<file path="src/rtl/scale_pkg.sv">
// Shared types and address helpers for the scaler line-fetch path.
package scale_pkg;

   localparam int PIX_BYTES = 4;

   typedef enum logic [1:0] {
      IDLE,
      ISSUE,
      DRAIN,
      DONE
   } fetch_state_t;

   // Frame-buffer byte address of pixel (x, y): line in the upper half, x scaled to bytes below.
   function automatic logic [31:0] pix_addr(input logic [15:0] y, input logic [15:0] x);
      logic [15:0] xb;
      xb = x * 16'(PIX_BYTES);
      return {y, xb};
   endfunction

   // Limit a line index to the last line of the frame; the input is one bit wider so line+1 cannot wrap.
   function automatic logic [15:0] clamp_line(input logic [16:0] line, input logic [15:0] yres);
      logic [15:0] last;
      last = (yres == 16'd0) ? 16'd0 : yres - 16'd1;
      if (line > {1'b0, last}) begin
         return last;
      end
      return line[15:0];
   endfunction

endpackage

</file>
<file path="src/rtl/rd_credit_cnt.sv">
// Tracks memory reads in flight and, after a frame restart, the reads still owed
// by the memory that must be swallowed before a new fetch may start.
module rd_credit_cnt #(
   parameter int MAX_OUT = 4
) (
   input  logic vin_clk,
   input  logic rst,
   input  logic abort,
   input  logic req_fire,
   input  logic rtn,
   output logic can_issue,
   output logic drop,
   output logic rtn_live,
   output logic rtn_spurious
);

   localparam int CW = $clog2(MAX_OUT + 1);

   logic [CW-1:0] out_cnt;
   logic [CW-1:0] drop_cnt;
   logic [CW-1:0] out_nx;
   logic [CW-1:0] drop_nx;
   logic          rtn_drop;

   assign drop         = (drop_cnt != '0);
   assign can_issue    = (out_cnt < CW'(MAX_OUT));
   assign rtn_live     = rtn && (out_cnt != '0) && !drop;
   assign rtn_drop     = rtn && drop;
   assign rtn_spurious = rtn && (out_cnt == '0) && !drop;

   // Next in-flight count, and the total still owed if this cycle is a frame restart.
   always_comb begin
      out_nx  = out_cnt + CW'(req_fire) - CW'(rtn_live);
      drop_nx = drop_cnt - CW'(rtn_drop);
      if (abort) begin
         drop_nx = drop_nx + out_nx;
      end
   end

   // Counter registers; a restart hands every live read over to the drop counter.
   always_ff @(posedge vin_clk or posedge rst) begin
      if (rst) begin
         out_cnt  <= '0;
         drop_cnt <= '0;
      end else begin
         out_cnt  <= abort ? '0 : out_nx;
         drop_cnt <= drop_nx;
      end
   end

endmodule

</file>
<file path="src/rtl/line_fetch_server.sv">
// Responder for the scaler line-fetch handshake: reads a clamped line pair from
// the frame buffer and streams its pixels back in order, then pulses fetch_done.
module line_fetch_server
   import scale_pkg::*;
#(
   parameter int MAX_OUT = 4,
   parameter int DW      = 16,
   parameter int AW      = 32
) (
   input  logic          vin_clk,
   input  logic          rst,
   input  logic          frame_sync_n,
   input  logic [15:0]   vin_xres,
   input  logic [15:0]   vin_yres,
   input  logic          fetch_en,
   input  logic [15:0]   fetch_line,
   output logic          wr_ram_en,
   output logic [DW-1:0] ram_dat,
   output logic          fetch_done,
   output logic          busy,
   output logic          mem_rd_en,
   output logic [AW-1:0] mem_rd_addr,
   input  logic          mem_rd_ready,
   input  logic          mem_rd_valid,
   input  logic [DW-1:0] mem_rd_dat,
   output logic          err
);

   fetch_state_t state;
   fetch_state_t state_next;

   logic [15:0] y0;
   logic [15:0] y1;
   logic [15:0] xres;
   logic [15:0] x;
   logic        line_sel;
   logic [16:0] beat_cnt;
   logic [31:0] cur_addr;

   logic abort;
   logic accept;
   logic req_fire;
   logic x_wrap;
   logic can_issue;
   logic drop;
   logic rtn_live;
   logic rtn_spurious;

   assign abort       = !frame_sync_n;
   assign accept      = (state == IDLE) && fetch_en && !drop && !abort;
   assign mem_rd_en   = (state == ISSUE) && can_issue && !abort;
   assign req_fire    = mem_rd_en && mem_rd_ready;
   assign x_wrap      = (x == xres - 16'd1);
   assign cur_addr    = pix_addr(line_sel ? y1 : y0, x);
   assign mem_rd_addr = (state == ISSUE) ? AW'(cur_addr) : '0;
   assign busy        = (state != IDLE);
   assign fetch_done  = (state == DONE);

   rd_credit_cnt #(
      .MAX_OUT(MAX_OUT)
   ) u_credit (
      .vin_clk     (vin_clk),
      .rst         (rst),
      .abort       (abort),
      .req_fire    (req_fire),
      .rtn         (mem_rd_valid),
      .can_issue   (can_issue),
      .drop        (drop),
      .rtn_live    (rtn_live),
      .rtn_spurious(rtn_spurious)
   );

   // State register.
   always_ff @(posedge vin_clk or posedge rst) begin
      if (rst) begin
         state <= IDLE;
      end else begin
         state <= state_next;
      end
   end

   // Next-state logic; a frame restart always returns to IDLE.
   always_comb begin
      state_next = state;
      case (state)
         IDLE: begin
            if (accept) begin
               state_next = (vin_xres == 16'd0) ? DONE : ISSUE;
            end
         end
         ISSUE: begin
            if (req_fire && line_sel && x_wrap) begin
               state_next = DRAIN;
            end
         end
         DRAIN: begin
            if (beat_cnt == {xres, 1'b0}) begin
               state_next = DONE;
            end
         end
         DONE: begin
            state_next = IDLE;
         end
         default: begin
            state_next = IDLE;
         end
      endcase
      if (abort) begin
         state_next = IDLE;
      end
   end

   // Request bookkeeping: latch the clamped line pair, walk x across both lines, count beats.
   always_ff @(posedge vin_clk or posedge rst) begin
      if (rst) begin
         y0       <= '0;
         y1       <= '0;
         xres     <= '0;
         x        <= '0;
         line_sel <= 1'b0;
         beat_cnt <= '0;
      end else if (abort) begin
         x        <= '0;
         line_sel <= 1'b0;
         beat_cnt <= '0;
      end else begin
         if (accept) begin
            y0       <= clamp_line({1'b0, fetch_line}, vin_yres);
            y1       <= clamp_line({1'b0, fetch_line} + 17'd1, vin_yres);
            xres     <= vin_xres;
            x        <= '0;
            line_sel <= 1'b0;
            beat_cnt <= '0;
         end
         if (req_fire) begin
            if (x_wrap) begin
               x        <= '0;
               line_sel <= !line_sel;
            end else begin
               x <= x + 16'd1;
            end
         end
         if (rtn_live) begin
            beat_cnt <= beat_cnt + 17'd1;
         end
      end
   end

   // Return path: forward live read data one cycle later and flag returns nobody asked for.
   always_ff @(posedge vin_clk or posedge rst) begin
      if (rst) begin
         wr_ram_en <= 1'b0;
         ram_dat   <= '0;
         err       <= 1'b0;
      end else begin
         if (rtn_spurious) begin
            err <= 1'b1;
         end
         if (abort) begin
            wr_ram_en <= 1'b0;
            ram_dat   <= '0;
         end else begin
            wr_ram_en <= rtn_live;
            if (rtn_live) begin
               ram_dat <= mem_rd_dat;
            end
         end
      end
   end

endmodule

</file>
<file path="config.mk">
export PLATFORM = sky130hd
export DESIGN_NAME = line_fetch_server
export DESIGN_NICKNAME = d
export VERILOG_FILES = /design/src/rtl/scale_pkg.sv /design/src/rtl/rd_credit_cnt.sv /design/src/rtl/line_fetch_server.sv
export SDC_FILE = /design/constraint.sdc
export NUM_CORES = 1
export LEC_CHECK = 0
export CAP_MARGIN = 0
export CORE_AREA = 2 2 128 130
export DETAILED_ROUTE_END_ITERATION = 6
export DIE_AREA = 0 0 130 132
export GPL_TIMING_DRIVEN = 0
export PLACE_DENSITY = 0.75
export SLEW_MARGIN = 0
export SYNTH_ARGS = -nofsm -noshare
export SYNTH_HDL_FRONTEND = slang
export SYNTH_SLANG_ARGS = --single-unit
</file>
<file path="constraint.sdc">
create_clock -name vin_clk -period 4.5 [get_ports vin_clk]
set_input_delay 0.9 -clock vin_clk [delete_from_list [all_inputs] [get_ports vin_clk]]
set_output_delay 0.9 -clock vin_clk [all_outputs]
set_load 0.01 [all_outputs]
</file>
**After elaboration in Yosys (flattened, before gate mapping)**

Cells that the tools add are included.

- Output and inout port bits: 53
- Input bits: 70
- Register bits after elaboration: 108

- Reductions and logical operators: 24
- Magnitude comparators: 3
- Muxes and demuxes: 35
- Equality and inequality tests: 11
- Add/subtract/negate cells: 9

Operator list:

| kind | count |
|---|---|
| $mux W16 | 12 |
| $mux W17 | 3 |
| $logic_not A16 Y1 | 2 |
| $mux W32 | 1 |
| $sub A16 B1 Y16 const B | 2 |
| $add A16 B1 Y17 const B | 1 |
| $add A17 B1 Y17 const B | 1 |
| $eq A17 B17 Y1 | 1 |
| $gt A17 B16 Y1 | 1 |
| $add A16 B1 Y16 const B | 1 |
| $eq A16 B16 Y1 | 1 |
| $gt A16 B16 Y1 | 1 |
| $logic_and A1 B1 Y1 | 13 |
| $mux W1 | 11 |
| $mux W2 | 5 |
| $pmux W2 S4 | 1 |
| $mux W3 | 2 |
| $ne A3 B1 Y1 const B | 2 |
| $ne A3 B3 Y1 const B | 2 |
| $reduce_bool A3 Y1 | 2 |
| $sub A3 B1 Y3 | 2 |
| $eq A2 B2 Y1 const B | 2 |
| $add A3 B1 Y3 | 1 |
| $add A3 B3 Y3 | 1 |
| 10 further kinds | 11 |

**Longest topological paths before layout**

- Depth after elaboration: 9
- Gate-level depth with buffers: 19
- Gate-level depth less buffers: 17

**Cells and area by module**

Synthesis repeated with hierarchy kept, for this count alone.

- Cell total of the unflattened synthesis: 888
- Area, all modules: 7,652.3 um2

Modules (own cells, without submodules):

| module | cells each | times used | area an instance (um2) |
|---|---|---|---|
| line_fetch_server | 845 | 1 | 7,235.7 |
| rd_credit_cnt | 43 | 1 | 416.6 |

**Worst setup path before layout**

No wires, ideal clock.

- Kind: input -> register
- Start: input port vin_yres[0]
- End: register y1[13]
- Path buffers: 2
- Cell stages on the path: 18
- Data required time: 4.417 ns
- Slack: -0.809 ns
- Arrival time: 5.226 ns
- Library setup time: 0.083 ns
- Cell sequence: inv_1 -> ha_1 -> or3b_2 -> or4_1 -> nor4_4 -> and3_1 -> clkbuf_1 -> a21o_1 -> ha_1 -> a21o_1 -> a21o_1 -> a21oi_1 -> o22ai_1 -> a2111o_1 -> a32oi_1 -> buf_2 -> mux2_2 -> o21ai_0

- Word-level cells in the longest chain between the ends: 7
- Elaborated cells on any way between the ends: 9
- Classes of those cells: add/sub (1); order compare (1); mux (6); reduce/logical (1)

RTL lines:

| element | line | text |
|---|---|---|
| start, declared | line_fetch_server.sv:14 | `input logic [15:0] vin_yres,` |
| $sub A16 B1 Y16 or $logic_not A16 Y1 (tied branches) | scale_pkg.sv:23 | `last = (yres == 16'd0) ? 16'd0 : yres - 16'd1;` |
| $mux W16 * | scale_pkg.sv:23 |  |
| $gt A17 B16 Y1 | scale_pkg.sv:24 | `if (line > {1'b0, last}) begin` |
| $mux W1 | scale_pkg.sv:24 |  |
| $mux W1 | line_fetch_server.sv:127 | `if (accept) begin` |
| $mux W1 | line_fetch_server.sv:122 | `end else if (abort) begin` |
| $mux W16 * | scale_pkg.sv:27 | `return line[15:0];` |
| end signal, assigned | line_fetch_server.sv:129 | `y1 <= clamp_line({1'b0, fetch_line} + 17'd1, vin_yres);` |
| end, declared | line_fetch_server.sv:33 | `logic [15:0] y1;` |

Mark *: on every way between the ends. The rest lies on a longest branch, timed or not. The select of a mux whose other input is x is not followed.
A chain may end at the register's enable or synchronous reset.

**Worst setup path after layout**

- Start: input port vin_yres[1]
- End: register y1[12]

The elaborated chain is that of the path after synthesis.

==> flow_summary_export.csv <==
group,metric,value,unit
layout,final_area,10200,µm²
timing,slew_violations,0,
logic_synthesis,synth_cell_types,65,
detailed_routing,vias,7348,
setup_path,cp_slowest_cell,"or4_4",
timing,post-route-min-period,4.87,ns
grt,grt_use_total,0.252,
layout,drive_gt1_frac,0.119,
timing,slew-limit-headroom,0.525,
layout,fin_util,0.648,
floorplan,dieArea,17200,µm²
status,violations,"setup timing",
setup_path,cp.arrival,5.10,ns
grt,grt_pass1_vias,7186,
timing,clock_skew,0.00853,ns
floorplan,io_pins,123,
layout,fill_cells,1343,
logic_synthesis,async_reset_ff_frac,1.00,
layout,syn_to_final_growth,32.3,%
timing,timing.final.hold_violations,0,
timing,tightest_slew,0.702,ns
detailed_routing,dr.pass1.iters,6,
floorplan,rows,46,
pwr,power,3910,µW
setup_path,path_cells,"buf_12 > inv_12 > ha_4 > or3b_4 > or4_4 > nor4_4 > buf_4 > buf_6 > nand3_4 > and2_4 > inv_4 > ha_4 > a21o_1 > a21oi_2 > o22ai_1 > a2111o_1 > a32oi_4 > buf_12 > mux2_4 > mux2_4",
logic_synthesis,synth_warnings,0,
logic_synthesis,ys_ff_latch,108,
logic_synthesis,synth_top_area_cell,"dfrtp_1",
place,hpwl,16.1,mm
timing,setup_tns,-8.83,ns
logic_synthesis,netlist_top_cells_area,"dfrtp_1 (35%), nand2_1 (7.8%), ha_1 (7.6%), mux2i_1 (4.8%), xor2_1 (4.6%)",
layout,layout_common_cells,"nand2_1 (156), clkdlybuf4s50_1 (116), dfrtp_1 (108), nor2_1 (75), ha_1 (42)",
place,placed_area,9310,µm²
clock_tree,cts_sinks,108,
min_path,min_path_cells,1,
setup_path,max_stage_delay,0.51,ns
detailed_routing,antenna_left,0,
setup_path,path_max_fanout,7,
clock_tree,clkLatencyLatePin,0.35,ns
setup_path,endpoint_kind,"flop",
grt,grt_overflow,0,
place,gp_congestion,0.909,
timing,final-setup-viol-count,32,
grt,antenna_found_initial,0,
min_path,hold_class,"reg2reg",
floorplan,core_area,15700,µm²
logic_synthesis,ys_seq_area_frac,0.351,
detailed_routing,first_iter_violations,527,
clock_tree,cts_root_buf,"clkbuf_16",
clock_tree,numCtsBuffers,9,
pwr,power_density,384,nW/µm²
status,status,"finished, violations left",
layout,diodes,0,
timing,fmax,206,MHz
place,numPortBuffers,120,
setup_path,cp.depth,20,
timing,rsz0062_at_grt,"yes",
clock_tree,clk_path_buf_depth,2,
timing,hold_slack,0.476,ns
logic_synthesis,synth-edff-count,0,
setup_path,path_class,"in2reg",
floorplan,start_util,0.490,
detailed_routing,via_per_inst,5.60,
setup_path,path_delay_family,"simple AND/OR/NAND/NOR gates",
pwr,peakVddDrop,189,µV
grt,grt_pass1_wl,34.7,mm
logic_synthesis,yosys.area.top_type_share,0.351,
setup_path,rr_worst_depth,15,
setup_path,crit_buf_inv,6,
detailed_routing,routed_wl,21.6,mm
grt,grt_max_degree,62,
logic_synthesis,syn_area_per_cell,8.31,µm²
setup_path,worstPathRequired,4.74,ns
clock_tree,cts_max_level,3,
setup_path,cp-start-kind,"input pin",
floorplan,die_x,130,µm
timing,setup_ws,-0.366,ns
detailed_routing,remaining_drc_errors,0,
clock_tree,cts_tree,"yes",
logic_synthesis,syn_area,7700,µm²
floorplan,fp.dieH,132,µm
timing,finalCritPeriodShare,1.08,
pwr,p_leak,0.00451,µW
logic_synthesis,synthCells,926,
detailed_routing,wl_per_cell,16.5,µm
layout,final_common_cell,"nand2_1",
clock_tree,clk_pin_slew,0.07,ns
job,drv_cap,0,
logic_synthesis,synthFlopType,"dfrtp_1",
layout,layout.nets,1210,
cell type report:
cell class / instances / area (µm²) / area share
multi-input combinational: 725 / 4890 / 0.480
sequential: 108 / 2700 / 0.265
timing repair buffer: 154 / 1540 / 0.151
buffer: 49 / 283 / 0.0278
tap: 216 / 270 / 0.0265
clock buffer: 10 / 239 / 0.0235
inverter: 44 / 188 / 0.0184
clock inverter: 6 / 71.3 / 0.00700
through the flow:
stage / instances / worst slack (ns)
4_1_cts: 1304 / -0.246
2_1_floorplan: 927 / -0.359
5_1_grt: 1312 / -0.473
3_3_place_gp: 1263 / -1.45
6_report: 1312 / -0.366
3_5_place_dp: 1264 / -1.49
layer usage:
layer	track usage	up-vias	share of wire	wire, µm
met1	0.315	3501	0.41	8940
li1	-	3555	-	-
met4	0.0884	0	0.028	607
met5	0	-	0	0
met2	0.444	245	0.51	11100
met3	0.0280	47	0.048	1030
repair_timing:
action,CTS,global route
setup endpoints to repair,32,34
hold buffers,0,0
gates cloned,1,1
buffers inserted,23,8
pin swaps,26,12
resized for setup,59,25
power by group:
part           leakage (µW)  internal [µW]  switching, µW
sequential          0.00142           1210            180
clock              0.000145            451            369
combinational       0.00294            774            919
synth_stat cells (3+ instances only):
| cell type | instances |
|---|---|
| a21o_1 | 6 |
| a21oi_1 | 44 |
| a22o_1 | 4 |
| a31oi_1 | 10 |
| and2_1 | 17 |
| and3_1 | 22 |
| and4_1 | 3 |
| buf_1 | 4 |
| buf_2 | 6 |
| clkbuf_1 | 36 |
| dfrtp_1 | 108 |
| ha_1 | 47 |
| inv_1 | 44 |
| mux2_2 | 12 |
| mux2i_1 | 37 |
| nand2_1 | 159 |
| nand3_1 | 27 |
| nand4_1 | 21 |
| nor2_1 | 78 |
| nor2b_1 | 10 |
| nor3_1 | 23 |
| nor4_1 | 12 |
| o2111ai_1 | 3 |
| o211ai_1 | 5 |
| o21a_1 | 10 |
| o21ai_0 | 56 |
| o31ai_1 | 3 |
| or2_2 | 3 |
| or3_1 | 4 |
| or4_1 | 5 |
| xnor2_1 | 23 |
| xor2_1 | 40 |
worst paths after layout:
check,startpoint,endpoint,slack (ns)
max,vin_yres[1],y1[12],-0.37
min,err,err,0.48
max reg2reg,u_credit.drop_cnt[0],u_credit.drop_cnt[2],0.51
min reg2reg,err,err,0.48
max in group asynchronous,rst,xres[5],2.80
min in group asynchronous,rst,y0[11],0.98
cell families after synthesis:
logic type | share of synthesized area
AOI/OAI and AO/OA | 0.128
xor gates and xnor gates | 0.0717
adders and majority gates | 0.0829
buffers and inverters | 0.0497
DFF | 0.351
muxes | 0.0657
other | 0.000487
and+or+nand+nor | 0.251
worst register-to-register path, stage by stage (launching register included):
cell	delay, ns
dfrtp_1	0.40
nor3_1	0.48
nand2_1	0.09
or2_2	0.28
clkbuf_1	0.23
inv_1	0.36
clkbuf_2	0.31
ha_1	0.16
inv_1	0.04
ha_1	0.19
fa_1	0.48
inv_1	0.06
fa_1	0.40
xor2_1	0.17
nor2_1	0.12
xnor2_1	0.14
sequential cells by signal (all words and copies together), names as in the netlist:
name / flops
line_sel: 1
u_credit.out_cnt: 3
xres: 16
x: 16
y1: 16
u_credit.drop_cnt: 3
beat_cnt: 17
ram_dat: 16
err: 1
y0: 16
wr_ram_en: 1
state: 2
Power figures use the tool's default switching activity.
